**config.mk**
```make
export PLATFORM = sky130hd
export DESIGN_NAME = rob
export DESIGN_NICKNAME = d
export VERILOG_FILES = /design/src/rtl/rob_pkg.sv /design/src/rtl/rob.sv
export SDC_FILE = /design/constraint.sdc
export NUM_CORES = 2
export LEC_CHECK = 0
export BUFFER_PORTS_ARGS = -buffer_cell sky130_fd_sc_hd__buf_2
export CELL_PAD_IN_SITES_DETAIL_PLACEMENT = 1
export CELL_PAD_IN_SITES_GLOBAL_PLACEMENT = 2
export CORE_ASPECT_RATIO = 0.8
export CORE_MARGIN = 2
export CORE_UTILIZATION = 45
export CTS_CLUSTER_SIZE = 16
export DETAILED_ROUTE_END_ITERATION = 7
export PLACE_DENSITY = 0.82
export SLEW_MARGIN = 20
export SYNTH_ARGS = -nofsm -noshare
export SYNTH_HDL_FRONTEND = slang
export SYNTH_SLANG_ARGS = --single-unit
```
**constraint.sdc**
```tcl
create_clock -name clk_in -period 8.4 [get_ports clk_in]
set_clock_uncertainty 0.2 [all_clocks]
set_input_delay 0.84 -clock clk_in [delete_from_list [all_inputs] [get_ports clk_in]]
set_output_delay 0.84 -clock clk_in [all_outputs]
set_load 0.01 [all_outputs]
```
**src/rtl/rob_pkg.sv**
```systemverilog
// rob_pkg: shared definitions for the reorder buffer.
//   ROB_WIDTH_DEF : default index width (depth = 2**ROB_WIDTH_DEF)
//   ROB_SIZE      : default number of entries
//   rob_state_e   : per-entry lifecycle EMPTY -> ISSUED -> READY -> EMPTY
//   NO_REG        : destination id used when an instruction writes no register
package rob_pkg;

    localparam int ROB_WIDTH_DEF = 4;
    localparam int ROB_SIZE      = 2 ** ROB_WIDTH_DEF;

    typedef enum logic [1:0] {
        ST_EMPTY  = 2'd0,
        ST_ISSUED = 2'd1,
        ST_READY  = 2'd2
    } rob_state_e;

    localparam logic [4:0] NO_REG = 5'd0;

endpackage

```
**src/rtl/rob.sv**
```systemverilog
// rob: reorder buffer, a circular queue of in-flight instructions.
//   Optional feature macro: ROB_WB_BYPASS_EN (search sees a same-cycle CDB write).
// Ports:
//   clk_in, rst_in (sync, active-high), rdy_in (low freezes all state)
//   issue_*        : allocation from the decoder; issue_rob_id / rob_full back
//   wb_*           : common data bus writeback (value, branch outcome, target)
//   commit_*       : in-order retirement to the register file (registered)
//   search_*_1/_2  : two combinational operand-forwarding lookups
//   clear / redirect_pc : one-cycle flush on a committed branch mispredict
module rob
    import rob_pkg::*;
#(
    parameter int ROB_WIDTH = ROB_WIDTH_DEF
) (
    input  logic                 clk_in,
    input  logic                 rst_in,
    input  logic                 rdy_in,
    input  logic                 issue_valid,
    input  logic                 issue_has_rd,
    input  logic [4:0]           issue_rd,
    input  logic                 issue_is_branch,
    input  logic                 issue_pred_taken,
    output logic [ROB_WIDTH-1:0] issue_rob_id,
    output logic                 rob_full,
    input  logic                 wb_valid,
    input  logic [ROB_WIDTH-1:0] wb_rob_id,
    input  logic [31:0]          wb_val,
    input  logic                 wb_taken,
    input  logic [31:0]          wb_target,
    output logic                 commit_ready,
    output logic [4:0]           commit_reg_id,
    output logic [31:0]          commit_val,
    output logic [ROB_WIDTH-1:0] commit_rob_id,
    input  logic [ROB_WIDTH-1:0] search_rob_id_1,
    input  logic [ROB_WIDTH-1:0] search_rob_id_2,
    output logic                 search_ready_1,
    output logic [31:0]          search_val_1,
    output logic                 search_ready_2,
    output logic [31:0]          search_val_2,
    output logic                 clear,
    output logic [31:0]          redirect_pc
);

    localparam int DEPTH = 2 ** ROB_WIDTH;
    localparam logic [ROB_WIDTH:0]   FULL_CNT = {1'b1, {ROB_WIDTH{1'b0}}};
    localparam logic [ROB_WIDTH:0]   CNT_ONE  = {{ROB_WIDTH{1'b0}}, 1'b1};
    localparam logic [ROB_WIDTH-1:0] PTR_ONE  = {{(ROB_WIDTH-1){1'b0}}, 1'b1};

    rob_state_e          r_state  [DEPTH];
    logic [4:0]          r_rd     [DEPTH];
    logic [31:0]         r_val    [DEPTH];
    logic                r_is_br  [DEPTH];
    logic                r_pred   [DEPTH];
    logic                r_taken  [DEPTH];
    logic [31:0]         r_target [DEPTH];

    logic [ROB_WIDTH-1:0] r_head;
    logic [ROB_WIDTH-1:0] r_tail;
    logic [ROB_WIDTH:0]   r_count;

    logic                 r_commit_ready;
    logic [4:0]           r_commit_reg_id;
    logic [31:0]          r_commit_val;
    logic [ROB_WIDTH-1:0] r_commit_rob_id;
    logic                 r_clear;
    logic [31:0]          r_redirect_pc;

    logic w_full;
    logic w_issue;
    logic w_wb;
    logic w_commit;
    logic w_mispredict;

    // Per-cycle control decisions, all derived from registered state.
    always_comb begin
        w_full       = (r_count == FULL_CNT);
        w_issue      = issue_valid && !w_full;
        w_wb         = wb_valid && (r_state[wb_rob_id] == ST_ISSUED);
        w_commit     = (r_state[r_head] == ST_READY);
        w_mispredict = w_commit && r_is_br[r_head] && (r_taken[r_head] != r_pred[r_head]);
    end

    // Entry array, pointers, occupancy and registered commit/flush outputs.
    always_ff @(posedge clk_in) begin
        if (rst_in) begin
            for (int i = 0; i < DEPTH; i++) begin
                r_state[i]  <= ST_EMPTY;
                r_rd[i]     <= NO_REG;
                r_val[i]    <= 32'd0;
                r_is_br[i]  <= 1'b0;
                r_pred[i]   <= 1'b0;
                r_taken[i]  <= 1'b0;
                r_target[i] <= 32'd0;
            end
            r_head          <= '0;
            r_tail          <= '0;
            r_count         <= '0;
            r_commit_ready  <= 1'b0;
            r_commit_reg_id <= NO_REG;
            r_commit_val    <= 32'd0;
            r_commit_rob_id <= '0;
            r_clear         <= 1'b0;
            r_redirect_pc   <= 32'd0;
        end else if (rdy_in) begin
            r_commit_ready <= w_commit;
            r_clear        <= w_mispredict;
            if (w_commit) begin
                // A flushing branch still retires, but never writes a register.
                r_commit_reg_id <= w_mispredict ? NO_REG : r_rd[r_head];
                r_commit_val    <= r_val[r_head];
                r_commit_rob_id <= r_head;
            end
            if (w_mispredict) begin
                r_redirect_pc <= r_target[r_head];
                // Same-cycle issue and writeback are dropped with the flush.
                for (int i = 0; i < DEPTH; i++) begin
                    r_state[i] <= ST_EMPTY;
                end
                r_head  <= '0;
                r_tail  <= '0;
                r_count <= '0;
            end else begin
                // wb only hits ISSUED entries, issue only the EMPTY tail and
                // commit only the READY head, so these never collide.
                if (w_wb) begin
                    r_state[wb_rob_id]  <= ST_READY;
                    r_val[wb_rob_id]    <= wb_val;
                    r_taken[wb_rob_id]  <= wb_taken;
                    r_target[wb_rob_id] <= wb_target;
                end
                if (w_issue) begin
                    r_state[r_tail] <= ST_ISSUED;
                    r_rd[r_tail]    <= issue_has_rd ? issue_rd : NO_REG;
                    r_is_br[r_tail] <= issue_is_branch;
                    r_pred[r_tail]  <= issue_pred_taken;
                    r_tail          <= r_tail + PTR_ONE;
                end
                if (w_commit) begin
                    r_state[r_head] <= ST_EMPTY;
                    r_head          <= r_head + PTR_ONE;
                end
                case ({w_issue, w_commit})
                    2'b10:   r_count <= r_count + CNT_ONE;
                    2'b01:   r_count <= r_count - CNT_ONE;
                    default: r_count <= r_count;
                endcase
            end
        end
    end

    // Operand-forwarding lookups for the register file.
    always_comb begin
        search_ready_1 = (r_state[search_rob_id_1] == ST_READY);
        search_val_1   = search_ready_1 ? r_val[search_rob_id_1] : 32'd0;
        search_ready_2 = (r_state[search_rob_id_2] == ST_READY);
        search_val_2   = search_ready_2 ? r_val[search_rob_id_2] : 32'd0;
`ifdef ROB_WB_BYPASS_EN
        // The live CDB value wins over the stored entry state.
        if (w_wb && (wb_rob_id == search_rob_id_1)) begin
            search_ready_1 = 1'b1;
            search_val_1   = wb_val;
        end else begin
            search_ready_1 = search_ready_1;
        end
        if (w_wb && (wb_rob_id == search_rob_id_2)) begin
            search_ready_2 = 1'b1;
            search_val_2   = wb_val;
        end else begin
            search_ready_2 = search_ready_2;
        end
`endif
    end

    assign issue_rob_id  = r_tail;
    assign rob_full      = w_full;
    assign commit_ready  = r_commit_ready;
    assign commit_reg_id = r_commit_reg_id;
    assign commit_val    = r_commit_val;
    assign commit_rob_id = r_commit_rob_id;
    assign clear         = r_clear;
    assign redirect_pc   = r_redirect_pc;

endmodule

```
Word level (Yosys, flattened, before mapping)
Memory sizes are Yosys's and may differ from the RTL's. A register that Yosys moved wholly into a read port is not among the register bits. Index checks and enable logic that the tools add are counted.

Equality and inequality tests: 8. $add $sub $neg: 4. Bitwise gates (word level): 16. Muxes and demuxes: 84. Reductions and logical operators: 22.

Operators by type and width (count): $mux W32 (4); $mux W4 (23); $reduce_or A32 Y1 (2); $mux W2 (19); $mux W1 (33); $mux W5 (4); $or A1 B1 Y1 (16); $pmux W5 S2 (1); $reduce_and A2 Y1 (5); $add A4 B1 Y4 const B (2); $eq A2 B2 Y1 const B (4); $reduce_or A2 Y1 (3); $add A5 B1 Y5 const B (1); $eq A5 B5 Y1 const B (1); $reduce_or A5 Y1 (1); $sub A5 B1 Y5 const B (1); $eq A2 B1 Y1 const B (2); $logic_and A1 B1 Y1 (4); $reduce_bool A2 Y1 (2); $reduce_bool A3 Y1 (1); $reduce_or A1 Y1 (3); $logic_not A1 Y1 (1); $ne A1 B1 Y1 (1).

Memory bits (writable): 1184. Memories kept: 7. Word-level logic and storage cells: 148. Register bits after elaboration: 24.

Memories: r_target (depth 16, bits a word 32, rd ports 1, clocked after Yosys merged registers in 1, wr ports 16, RTL line rob.sv:55) `logic [31:0] r_target [DEPTH];`; r_val (depth 16, bits a word 32, rd ports 3, clocked after Yosys merged registers in 1, wr ports 16, RTL line rob.sv:51) `logic [31:0] r_val [DEPTH];`; r_rd (depth 16, bits a word 5, rd ports 1, clocked after Yosys merged registers in 1, wr ports 16, RTL line rob.sv:50) `logic [4:0] r_rd [DEPTH];`; r_state (depth 16, bits a word 2, rd ports 4, clocked after Yosys merged registers in 1, wr ports 16, RTL line rob.sv:49) `rob_state_e r_state [DEPTH];`; r_is_br (depth 16, bits a word 1, rd ports 1, clocked after Yosys merged registers in 1, wr ports 16, RTL line rob.sv:52) `logic r_is_br [DEPTH];`; r_pred (depth 16, bits a word 1, rd ports 1, clocked after Yosys merged registers in 1, wr ports 16, RTL line rob.sv:53) `logic r_pred [DEPTH];`; +1 memories.

Logic depth before layout (Yosys ltp)
Depth after elaboration: 10. Depth in mapped cells: 15. Mapped depth without buffers: 13.

Least setup slack after synthesis
Ideal clock, no wire load.

Kind: input-to-reg. Start: input wb_rob_id[3]. End: memory r_taken[1], enable pin. Data required time: 7.805 ns. Arrival: 3.579 ns. Stages: 8. Path buffers: 3. Setup slack: 4.226 ns. Cell sequence: buf_4 -> mux4_2 -> a22o_1 -> a211o_4 -> buf_12 -> nor4_4 -> buf_4 -> or2_2.

RTL lines: start, declared (RTL line rob.sv:26) `input logic [ROB_WIDTH-1:0] wb_rob_id,`; end, declared (RTL line rob.sv:54) `logic r_taken [DEPTH];`.

==> flow_summary_export.csv <==
group,metric,value,unit
timing,rsz0062_at_grt,"false",
die,core-area,145000,um2
global_routing,met1_usage,39.1,%
timing,whs,0.253,ns
final_layout,fillCellCount,13494,
worst_setup_path,slowest_delay,1.00,ns
synthesis,synth_flop_cell,"edfxtp_1",
timing,timing.final.ws_setup,2.59,ns
worst_setup_path,critical_path_class,"reg2reg",
final_layout,finalNetCount,4253,
pwr,p_per_area,197,nW/um2
timing,setup_viol,0,
global_routing,use_met2,43.9,%
synthesis,ys_async_sr_fraction,0,%
cts,cts_buffers,136,
die,die_w,430,um
global_routing,grt_pass1_wl,298,mm
pwr,p_leak,25.4,nW
synthesis,syn_inst,4111,
synthesis,ys_warn_count,0,
place,hpwl,121,mm
place,portBuffers,235,
drt,vias,39217,
timing,finalHoldViolations,0,
cts,clk_latency,0.80,ns
global_routing,grtUsageTotal,27.9,%
global_routing,antenna_found_initial,19,
final_layout,synthToLayoutAreaGrowth,10.8,%
drt,firstDrtPassIters,5,
synthesis,ys_top_cells_by_count,"edfxtp_1, and2_1, mux4_2",
worst_setup_path,crit_fanout,68,
global_routing,grt_pass1_vias,40531,
hold_path,min_path_cells,2,
synthesis,ys_ff_latch,1276,
timing,period_minus_slack,5.81,ns
worst_setup_path,start_kind,"register",
worst_setup_path,path_buf_inv,4,
timing,drv_slew,0,
synthesis,syn-mean-instance-area,15.9,um2
cts,clock_sinks,1276,
die,dieArea,148000,um2
worst_setup_path,cp-end-kind,"register",
worst_setup_path,path_delay_family,"buffers and inverters",
die,rows,125,
synthesis,synth.area.top_cells,"edfxtp_1, mux4_2, and2_1",
die,ios,236,
timing,tns,0,ns
synthesis,synth_edf_count,1152,
die,start_util,45.2,%
drt,drt_iter0_markers,4678,
cts,cts_max_level,4,
global_routing,top_usage_layer,"met2",
hold_path,hold_path_class,"reg2reg",
cts,cts_tree,"yes",
synthesis,synthesis.nets,4213,
global_routing,grt-ovfl-total,0,
drt,viasPerCell,6.35,
cts,post_cts_buffers,0,
final_layout,seqCellArea,37100,um2
cts,cts_resized,0,
timing,fmax,172,MHz
worst_setup_path,cpMaxStageDelayCell,"dfxtp_1",
synthesis,synth-seq-area-share,56.7,%
global_routing,met3_usage,5.19,%
worst_setup_path,worst_ep_arrival_time,6.03,ns
worst_setup_path,cp.required,8.62,ns
pwr,p_total,14.2,mW
worst_setup_path,cp.depth,9,
synthesis,synth_top_area_cell,"edfxtp_1",
place,place_ws,2.62,ns
cts,cts_buffer_depth,3,
drt,wirelength,205,mm
timing,max_slew.worst_pin.slew,1.18,ns
synthesis,yosysTopAreaCellShare,52.9,%
synthesis,yosys.cell_count.top_type,"edfxtp_1",
synthesis,netlist_area,65400,um2
drt,drc_errors,0,
drt,wl_per_cell,33.2,um
final_layout,drive_gt1_share,29.7,%
cts,root_buffer,"clkbuf_16",
die,fp.dieH,345,um
synthesis,ys_types,58,
worst_setup_path,cp_cell_sequence,"buf_4 > mux4_1 > mux2_2 > and4_2 > buf_4 > nor4_4 > buf_4 > or2_4 > buf_4",
global_routing,grt_max_degree,139,
cts,ctsHoldBuffers,0,
place,gp_congestion,0.813,
run,maxCapViolCount,0,
worst_setup_path,cp_common_cell,"buf_4",
pwr,max-vdd-ir-drop,0.241,mV
timing,finalCritPeriodShare,69.2,%
status,outcome,"complete, no violations",
final_layout,multi_input_area,26500,um2
cts,clk_transition_reported_paths,0.06,ns
worst_setup_path,worst_r2r_path_depth,9,
final_layout,postLayoutCoreUtil,50.1,%
drt,drtAntennaViolNets,0,
timing,max_slew_margin,21.3,%
==> through the flow <==
stage / std cells / area (um2)
floorplan: 4111 / 65400
global placement: 5915 / 67800
detailed placement: 5918 / 67900
CTS: 6168 / 72400
global route: 6173 / 72400
finish: 6177 / 72400
==> layout make-up <==
| cell class | count | share of cell area (%) |
|---|---|---|
| Clock inverter | 64 | 0.990 |
| Clock buffer | 186 | 5.23 |
| Timing Repair Buffer | 311 | 2.61 |
| Multi-Input combinational cell | 2412 | 36.6 |
| Tap cell | 1905 | 3.29 |
| Antenna cell | 9 | 0.0311 |
| Inverter | 14 | 0.0726 |
| Sequential cell | 1276 | 51.2 |
==> registers in the layout, indices dropped and copies added, names as in the netlist, 5 cells and up, named ones only <==
name / cells
commit_reg_id: 5
commit_val: 32
r_count: 5
r_is_br: 16
r_pred: 16
r_rd: 80
r_state: 32
r_taken: 16
r_target: 512
r_val: 512
redirect_pc: 32
==> tightest hold or removal path, stage by stage, from the launching register on <==
cell and delay (ns):
dfxtp_1 0.30, nand2_1 0.05, a21oi_1 0.05
==> where the power goes <==
group / total (mW) / internal [mW] / leakage, nW / switching, mW
Combinational: 0.872 / 0.355 / 10.3 / 0.517
Sequential: 7.21 / 7.09 / 12.9 / 0.115
Clock: 6.17 / 3.52 / 2.20 / 2.64
Total: 14.2 / 11.0 / 25.4 / 3.28
==> layout by cell type (no fill, tap or decap), drive strengths merged, types with 45 or more instances in the layout <==
cell type     n
edfxtp     1152
and2       1043
mux4        693
buf         311
clkbuf      186
nor2        157
dfxtp       124
nand2       110
nor2b        70
a21oi        48
clkinv       45
==> final timing paths <==
kind | start | end | slack [ns]
setup / recovery | register | r_target[14][5]$_SDFFCE_PN0P_ | 2.59
hold / removal | commit_val[1]$_SDFFE_PP0P_ | commit_val[1]$_SDFFE_PP0P_ | 0.25
hold reg to reg | commit_val[1]$_SDFFE_PP0P_ | commit_val[1]$_SDFFE_PP0P_ | 0.25
setup reg to reg | register | r_target[14][5]$_SDFFCE_PN0P_ | 2.59
==> cell families (layout without fill, tap and decap cells) <==
family / after synthesis / count (layout) / share of synthesized area, %
and+or+nand+nor: 1534 / 1534 / 14.2
DFF: 1276 / 1276 / 56.7
muxes: 738 / 738 / 24.6
buffers and inverters: 423 / 575 / 2.91
AOI/OAI and AO/OA: 106 / 106 / 1.07
xor gates and xnor gates: 22 / 22 / 0.295
adders and majority gates: 12 / 12 / 0.241
other: 0 / 9 / 0
==> routing by layer <==
metal | vias up | routed length, um
li1 | 15860 | -
met4 | 6 | 7160
met2 | 2028 | 96900
met3 | 345 | 18000
met5 | - | 34
met1 | 20978 | 83200
No activity file was read; power rests on OpenSTA's default activity.
